**config.mk**
```make
export PLATFORM = sky130hd
export DESIGN_NAME = pcie_switch_param
export DESIGN_NICKNAME = d
export VERILOG_FILES = /design/src/rtl/pcie_switch_param.sv
export SDC_FILE = /design/constraint.sdc
export NUM_CORES = 1
export LEC_CHECK = 0
export CORE_MARGIN = 3
export CORE_UTILIZATION = 61
export DETAILED_ROUTE_END_ITERATION = 12
export PLACE_DENSITY = 0.76
export SYNTH_ARGS = -nofsm -noshare
export SYNTH_HDL_FRONTEND = slang
export SYNTH_SLANG_ARGS = --single-unit
```
**constraint.sdc**
```tcl
create_clock -name clk -period 4.88 [get_ports clk]
set_input_delay 0.976 -clock clk [delete_from_list [all_inputs] [get_ports clk]]
set_output_delay 0.976 -clock clk [all_outputs]
set_load 0.01 [all_outputs]
```
**src/rtl/pcie_switch_param.sv**
```systemverilog
// rtl/pcie_switch_param.sv - parametrised N-channel switch core with class/dest routing
// Purpose: NUM_CH class input FIFOs feed an arbiter. The arbiter is round-robin by
// default, or strict priority when the macro ARB_STRICT_PRIO_EN is defined. A granted
// word passes through one pipe register and is written to the output FIFO selected by
// its dest field. Per-output pop counters are readable through req/idx.
// Ports:
//   clk, reset                 clock, synchronous active-high reset
//   init, umbral_L, umbral_H   INIT request, almost-empty / almost-full thresholds
//   push, data_in, in_full     input word (class field picks FIFO), per-input full
//   pop, data_out              per-output read strobe, registered read data
//   out_empty                  per-output empty
//   out_almost_full            per-output occupancy >= latched high threshold
//   out_almost_empty           per-output occupancy <= latched low threshold
//   req, idx                   pop-counter read request and index
//   data_count, valid_count    registered counter read result
//   state, idle                FSM state, IDLE indicator
module pcie_switch_param #(
    parameter int DATA_W      = 12,
    parameter int NUM_CH      = 4,
    parameter int FIFO_DEPTH  = 8,
    parameter int CNT_W       = 5,
    localparam int CH_W       = $clog2(NUM_CH),
    localparam int PTR_W      = $clog2(FIFO_DEPTH),
    localparam int OCC_W      = PTR_W + 1
) (
    input  logic                     clk,
    input  logic                     reset,
    input  logic                     init,
    input  logic [OCC_W-1:0]         umbral_L,
    input  logic [OCC_W-1:0]         umbral_H,
    input  logic                     push,
    input  logic [DATA_W-1:0]        data_in,
    input  logic [NUM_CH-1:0]        pop,
    output logic [NUM_CH*DATA_W-1:0] data_out,
    output logic [NUM_CH-1:0]        out_empty,
    output logic [NUM_CH-1:0]        out_almost_full,
    output logic [NUM_CH-1:0]        out_almost_empty,
    output logic [NUM_CH-1:0]        in_full,
    input  logic                     req,
    input  logic [CH_W-1:0]          idx,
    output logic [CNT_W-1:0]         data_count,
    output logic                     valid_count,
    output logic [2:0]               state,
    output logic                     idle
);

    typedef enum logic [2:0] {
        ST_RESET  = 3'd0,
        ST_INIT   = 3'd1,
        ST_IDLE   = 3'd2,
        ST_ACTIVE = 3'd3,
        ST_ERROR  = 3'd4
    } state_t;

    state_t               state_q, state_d;
    logic [OCC_W-1:0]     thr_l_q, thr_l_d, thr_h_q, thr_h_d;

    logic [DATA_W-1:0]    in_mem_q  [NUM_CH][FIFO_DEPTH];
    logic [DATA_W-1:0]    in_mem_d  [NUM_CH][FIFO_DEPTH];
    logic [PTR_W-1:0]     in_wp_q [NUM_CH], in_wp_d [NUM_CH];
    logic [PTR_W-1:0]     in_rp_q [NUM_CH], in_rp_d [NUM_CH];
    logic [OCC_W-1:0]     in_occ_q[NUM_CH], in_occ_d[NUM_CH];

    logic [DATA_W-1:0]    out_mem_q [NUM_CH][FIFO_DEPTH];
    logic [DATA_W-1:0]    out_mem_d [NUM_CH][FIFO_DEPTH];
    logic [PTR_W-1:0]     out_wp_q [NUM_CH], out_wp_d [NUM_CH];
    logic [PTR_W-1:0]     out_rp_q [NUM_CH], out_rp_d [NUM_CH];
    logic [OCC_W-1:0]     out_occ_q[NUM_CH], out_occ_d[NUM_CH];

    logic                 pipe_valid_q, pipe_valid_d;
    logic [DATA_W-1:0]    pipe_data_q, pipe_data_d;

    logic [DATA_W-1:0]    dout_q[NUM_CH], dout_d[NUM_CH];
    logic [CNT_W-1:0]     cnt_q [NUM_CH], cnt_d [NUM_CH];
    logic [CNT_W-1:0]     data_count_q, data_count_d;
    logic                 valid_count_q, valid_count_d;

`ifndef ARB_STRICT_PRIO_EN
    // Next input FIFO to be offered first; advanced past each grant.
    logic [CH_W-1:0]      rr_q, rr_d;
    logic [CH_W-1:0]      cand;
`endif

    logic [NUM_CH-1:0]    in_nempty, in_wr, in_rd, out_wr, out_pop;
    logic                 grant_valid, push_ok, push_err, flush;
    logic [CH_W-1:0]      grant_idx, push_cls, pipe_dest;

    assign push_cls  = data_in[DATA_W-1 -: CH_W];
    assign pipe_dest = pipe_data_q[DATA_W-CH_W-1 -: CH_W];
    assign push_ok   = (state_q != ST_RESET) && (state_q != ST_INIT);

    for (genvar g = 0; g < NUM_CH; g++) begin : g_flags
        assign in_nempty[g]        = (in_occ_q[g] != '0);
        assign in_full[g]          = (in_occ_q[g] == OCC_W'(FIFO_DEPTH));
        assign out_empty[g]        = (out_occ_q[g] == '0);
        assign out_almost_full[g]  = (out_occ_q[g] >= thr_h_q);
        assign out_almost_empty[g] = (out_occ_q[g] <= thr_l_q);
        assign data_out[g*DATA_W +: DATA_W] = dout_q[g];
        assign in_wr[g]   = push && push_ok && (push_cls == CH_W'(g)) && !in_full[g];
        assign in_rd[g]   = grant_valid && (grant_idx == CH_W'(g));
        assign out_wr[g]  = pipe_valid_q && (pipe_dest == CH_W'(g));
        assign out_pop[g] = pop[g] && !out_empty[g];
    end

    assign push_err    = push && push_ok && in_full[push_cls];
    assign data_count  = data_count_q;
    assign valid_count = valid_count_q;
    assign state       = state_q;
    assign idle        = (state_q == ST_IDLE);

    // Grant selection: descending scan so the highest-priority candidate is written last.
    always_comb begin
        grant_valid = 1'b0;
        grant_idx   = '0;
`ifndef ARB_STRICT_PRIO_EN
        cand        = '0;
`endif
        if (state_q == ST_ACTIVE && !(|out_almost_full)) begin
            for (int k = NUM_CH - 1; k >= 0; k--) begin
`ifdef ARB_STRICT_PRIO_EN
                if (in_nempty[k]) begin
                    grant_valid = 1'b1;
                    grant_idx   = CH_W'(k);
                end
`else
                cand = rr_q + CH_W'(k);
                if (in_nempty[cand]) begin
                    grant_valid = 1'b1;
                    grant_idx   = cand;
                end
`endif
            end
        end
    end

    always_comb begin
        state_d       = state_q;
        thr_l_d       = thr_l_q;
        thr_h_d       = thr_h_q;
        in_mem_d      = in_mem_q;
        out_mem_d     = out_mem_q;
        in_wp_d       = in_wp_q;
        in_rp_d       = in_rp_q;
        in_occ_d      = in_occ_q;
        out_wp_d      = out_wp_q;
        out_rp_d      = out_rp_q;
        out_occ_d     = out_occ_q;
        dout_d        = dout_q;
        cnt_d         = cnt_q;
        flush         = 1'b0;
        pipe_valid_d  = grant_valid;
        pipe_data_d   = in_mem_q[grant_idx][in_rp_q[grant_idx]];
        valid_count_d = req;
        data_count_d  = req ? cnt_q[idx] : data_count_q;
`ifndef ARB_STRICT_PRIO_EN
        rr_d          = grant_valid ? grant_idx + CH_W'(1) : rr_q;
`endif

        for (int i = 0; i < NUM_CH; i++) begin
            if (in_wr[i]) begin
                in_mem_d[i][in_wp_q[i]] = data_in;
                in_wp_d[i] = in_wp_q[i] + PTR_W'(1);
            end
            if (in_rd[i]) begin
                in_rp_d[i] = in_rp_q[i] + PTR_W'(1);
            end
            in_occ_d[i] = in_occ_q[i] + OCC_W'(in_wr[i]) - OCC_W'(in_rd[i]);

            if (out_pop[i]) begin
                dout_d[i]   = out_mem_q[i][out_rp_q[i]];
                out_rp_d[i] = out_rp_q[i] + PTR_W'(1);
                cnt_d[i]    = cnt_q[i] + CNT_W'(1);
            end
            if (out_wr[i]) begin
                out_mem_d[i][out_wp_q[i]] = pipe_data_q;
                out_wp_d[i] = out_wp_q[i] + PTR_W'(1);
            end
            out_occ_d[i] = out_occ_q[i] + OCC_W'(out_wr[i]) - OCC_W'(out_pop[i]);
        end

        case (state_q)
            ST_RESET: state_d = ST_INIT;
            ST_INIT: begin
                thr_l_d = umbral_L;
                // Clamping keeps one free slot so a stalled in-flight pipe word always lands.
                thr_h_d = (umbral_H > OCC_W'(FIFO_DEPTH - 1)) ? OCC_W'(FIFO_DEPTH - 1) : umbral_H;
                if (!init) state_d = ST_IDLE;
            end
            ST_IDLE, ST_ACTIVE, ST_ERROR: begin
                if (init) begin
                    state_d = ST_INIT;
                    flush   = (state_q == ST_ERROR);
                end else if (push_err) begin
                    state_d = ST_ERROR;
                end else if (state_q == ST_IDLE && (|in_nempty)) begin
                    state_d = ST_ACTIVE;
                end else if (state_q == ST_ACTIVE && !(|in_nempty) && !pipe_valid_q
                             && (&out_empty)) begin
                    state_d = ST_IDLE;
                end
            end
            default: state_d = ST_ERROR;
        endcase

        // Leaving ERROR through INIT discards queued words; counters and data_out survive.
        if (flush) begin
            for (int i = 0; i < NUM_CH; i++) begin
                in_wp_d[i]   = '0;
                in_rp_d[i]   = '0;
                in_occ_d[i]  = '0;
                out_wp_d[i]  = '0;
                out_rp_d[i]  = '0;
                out_occ_d[i] = '0;
            end
            pipe_valid_d = 1'b0;
        end
    end

    always_ff @(posedge clk) begin
        if (reset) begin
            state_q       <= ST_RESET;
            thr_l_q       <= OCC_W'(1);
            thr_h_q       <= OCC_W'(FIFO_DEPTH - 1);
            in_wp_q       <= '{default: '0};
            in_rp_q       <= '{default: '0};
            in_occ_q      <= '{default: '0};
            out_wp_q      <= '{default: '0};
            out_rp_q      <= '{default: '0};
            out_occ_q     <= '{default: '0};
            pipe_valid_q  <= 1'b0;
            pipe_data_q   <= '0;
            dout_q        <= '{default: '0};
            cnt_q         <= '{default: '0};
            data_count_q  <= '0;
            valid_count_q <= 1'b0;
`ifndef ARB_STRICT_PRIO_EN
            rr_q          <= '0;
`endif
        end else begin
            state_q       <= state_d;
            thr_l_q       <= thr_l_d;
            thr_h_q       <= thr_h_d;
            in_wp_q       <= in_wp_d;
            in_rp_q       <= in_rp_d;
            in_occ_q      <= in_occ_d;
            out_wp_q      <= out_wp_d;
            out_rp_q      <= out_rp_d;
            out_occ_q     <= out_occ_d;
            pipe_valid_q  <= pipe_valid_d;
            pipe_data_q   <= pipe_data_d;
            dout_q        <= dout_d;
            cnt_q         <= cnt_d;
            data_count_q  <= data_count_d;
            valid_count_q <= valid_count_d;
`ifndef ARB_STRICT_PRIO_EN
            rr_q          <= rr_d;
`endif
        end
        // Storage contents are qualified by pointers/occupancy, so they need no reset.
        in_mem_q  <= in_mem_d;
        out_mem_q <= out_mem_d;
    end

endmodule

```
==> flow_summary.toml <==
[run_status]
status = "finished clean"

[min_path]
min_from = "thr_l_q[2]$_SDFFE_PP0P_"
hp-class = "reg -> reg"
hold_path_end = "thr_l_q[2]$_SDFFE_PP0P_"
hold_depth = 2

[floorplan]
start_util_pct = 61.9
row_count = 91
die_w_um = 257
core_region_area_um2 = 61900
die-area_um2 = 65900
die_h_um = 257
boundaryPins = 105

[grt]
grt_usage_pct = 27.7
grt_pass1_wl_um = 139000
overflow = 0
grt_max_degree = 98
grt_pass1_vias = 23200
antenna_found_initial = 1

[worst_setup_path]
end_kind = "flop"
path_max_fanout = 62
cp.arrival_ns = 5.08
reg2reg_from = "thr_h_q[0]$_SDFFE_PP1P_"
r2r_cells = 12
reg2reg_slack_ns = 0.35
start_kind = "flop"
r2r-end = "pipe_data_q[8]$_SDFF_PP0_"
crit_type = "reg -> reg"
required_ns = 5.43

[drt]
wl_per_cell_um = 25.2
ant_nets = 0
routed_via_density = 6.34
routed_wl_um = 91100
first_pass_iters = 7
drt_iter0_drc = 2462
vias = 22900
drc = 0

[sta]
slew_headroom_pct = 10.6
skew_ns = 0.0491
rsz0062_at_grt = "no"
post-route-period-util_pct = 92.8
worstMarginPinSlew_ns = 1.34
finalSetupTns_ns = 0
fin_crit_ns = 4.53
finalHoldViolCount = 0
max_freq_mhz = 221
setup_viol = 0
slew_viol_final = 0

[synthesis]
post_synth.cell_area_avg_um2 = 15.0
syn_inst = 2553
synth_nets = 2692
synth_area_um2 = 38400
synth.distinct_cells = 66
ys_async_sr_fraction_pct = 0
ys.flop_type = "edfxtp_1"
synth-seq-cells = 948
synth_warnings = 0
synth-edff-count = 768
seq_area_frac_synth_pct = 69.5

[cts]
clockBufferDepth = 3
cts.reportedPaths.clkPinSlew_ns = 0.06
htreeDepth = 3
cts_tree = "built"
cts-root-buf = "clkbuf_16"
clk_latency_ns = 0.67
numCtsBuffers = 94
clkSinkCount = 948

[final_layout]
multi_input_area_um2 = 10900
nets = 2843
finish.cell_count_without_fillers = 3616
syn_to_final_growth_pct = 14.3
final_common_cell = "edfxtp_1"
mostFrequentLayoutCells = "edfxtp_1 (768), nand2_1 (229), nor2_1 (179), dfxtp_1 (179), clkdlybuf4s50_1 (103)"
fill_cells = 3866
drive_above_1_share_pct = 13.8
insertedDiodeCount = 0
fin_util_pct = 70.8
seqCellArea_um2 = 26700

[flow_run]
cap_violations = 0

[pwr]
vdd_drop_max_mv = 0.340
powerDensity_nw_per_um2 = 449
p_total_mw = 19.7
p_leak_nw = 14.8

[placed_design]
place_congestion = 0.891
hpwl_um = 55400
port_buffers = 104
dp.cells = 3445
metal layers:
| layer | GRT usage, % | wire (um) | up-vias | share of wire (%) |
|---|---|---|---|---|
| li1 | - | - | 10100 | - |
| met1 | 37.9 | 35400 | 11500 | 39 |
| met2 | 45.1 | 44400 | 1118 | 49 |
| met3 | 4.97 | 7900 | 210 | 8.7 |
| met4 | 10.5 | 3440 | 0 | 3.8 |
| met5 | 0 | 0 | - | 0 |
per-stage QoR:
step                setup WS, ns  hold WS [ns]  cell area [um^2]
floorplan                  0.663         0.436             38400
global placement           0.270         0.443             40800
detailed placement         0.104         0.449             40800
CTS                       0.0185         0.458             43900
global route               0.174         0.480             43900
finish                     0.353         0.455             43900
synthesized netlist by cell type, types with 3 or more instances:
cell	number	area, um^2
nor4_1	17	106
mux4_2	102	2300
xnor2_1	19	166
and2_1	35	219
o21ai_1	12	60.1
o31ai_1	12	90.1
mux2i_1	65	651
a221o_1	24	240
dfxtp_1	180	3600
a21oi_1	56	280
xor2_1	40	350
ha_1	100	1250
a31oi_1	27	169
inv_1	77	289
and3_1	33	206
a41o_1	4	40.0
clkbuf_1	119	447
a311oi_1	49	429
buf_1	23	86.3
nor3b_1	17	128
o2bb2ai_1	18	158
o22a_1	12	105
a221oi_1	33	289
nor3_1	30	150
or3b_1	4	35.0
o21ai_0	19	95.1
nor2_1	179	672
edfxtp_1	768	23100
o21a_1	3	22.5
a21o_1	11	82.6
nand3_1	60	300
nand4_1	12	75.1
o22ai_1	3	18.8
a211oi_1	78	586
nor4b_1	4	35.0
nand2b_1	21	131
nand2_1	229	860
buf_2	7	35.0
nor2b_1	8	50.1
fa_1	8	160
worst max path at each step:
stage | startpoint | to | slack (ns) | cells past startpoint
floorplan | out_occ_q[0]$_SDFF_PP0_ | in_occ_q[14]$_SDFF_PP0_ | 0.66 | 21
global placement | thr_h_q[0]$_SDFFE_PP1P_ | pipe_data_q[9]$_SDFF_PP0_ | 0.27 | 12
detailed placement | thr_h_q[0]$_SDFFE_PP1P_ | pipe_data_q[11]$_SDFF_PP0_ | 0.10 | 13
CTS | thr_h_q[0]$_SDFFE_PP1P_ | pipe_data_q[11]$_SDFF_PP0_ | 0.02 | 13
global route | thr_h_q[0]$_SDFFE_PP1P_ | pipe_data_q[11]$_SDFF_PP0_ | 0.17 | 13
finish | thr_h_q[0]$_SDFFE_PP1P_ | pipe_data_q[8]$_SDFF_PP0_ | 0.35 | 12
power breakdown:
part / internal [mW] / total, mW / leakage [nW] / switching, mW
combinational: 1.61 / 3.24 / 4.89 / 1.63
clock: 4.11 / 7.15 / 1.49 / 3.04
sequential: 8.99 / 9.30 / 8.43 / 0.307
logic make-up (layout without fill, tap and decap cells):
group / count (synthesis) / in the layout / share of synthesized area [%]
compound gates: 380 / 380 / 7.48
fa+ha+maj: 108 / 108 / 3.68
simple gates: 660 / 660 / 7.99
flops: 948 / 948 / 69.5
mux: 167 / 167 / 7.68
buf+inv: 231 / 457 / 2.31
xor+xnor: 59 / 59 / 1.35
area by class of cell:
type                       count  share of cell area, %
clock buffer                 124                   5.78
multi-input combinational   1374                   25.0
timing repair buffer         206                   4.16
tap                          837                   2.39
clock inverter                47                   1.24
inverter                      80                  0.685
sequential                   948                   60.8
state kept, by name, indices dropped and copies added, names as in the netlist:
name          count
thr_l_q           4
data_out         48
out_occ_q        16
state             3
data_count        5
pipe_valid_q      1
valid_count       1
in_mem_q        384
cnt_q            20
out_wp_q         12
in_occ_q         16
thr_h_q           4
out_mem_q       384
in_wp_q          12
out_rp_q         12
pipe_data_q      12
in_rp_q          12
rr_q              2
what timing repair did:
action / in CTS / in global routing
buffers inserted: 0 / 0
gates resized for setup: 0 / 2
hold endpoints to repair: 0 / 0
endpoints found under the setup margin: 0 / 11
hold buffers: 0 / 0
worst max-delay path, stage by stage (launching register included):
cell and delay, ns:
dfxtp_1 0.48, ha_1 0.28, nand2b_1 0.14, a2111oi_0 0.50, nor3_1 0.19, or4_4 0.65, nor2_4 0.21, buf_4 0.61
nand2_1 0.12, a311oi_1 0.73, o31ai_1 0.15, buf_4 0.16, nor4_1 0.16
Note: power is estimated with default switching activity, not from simulation.
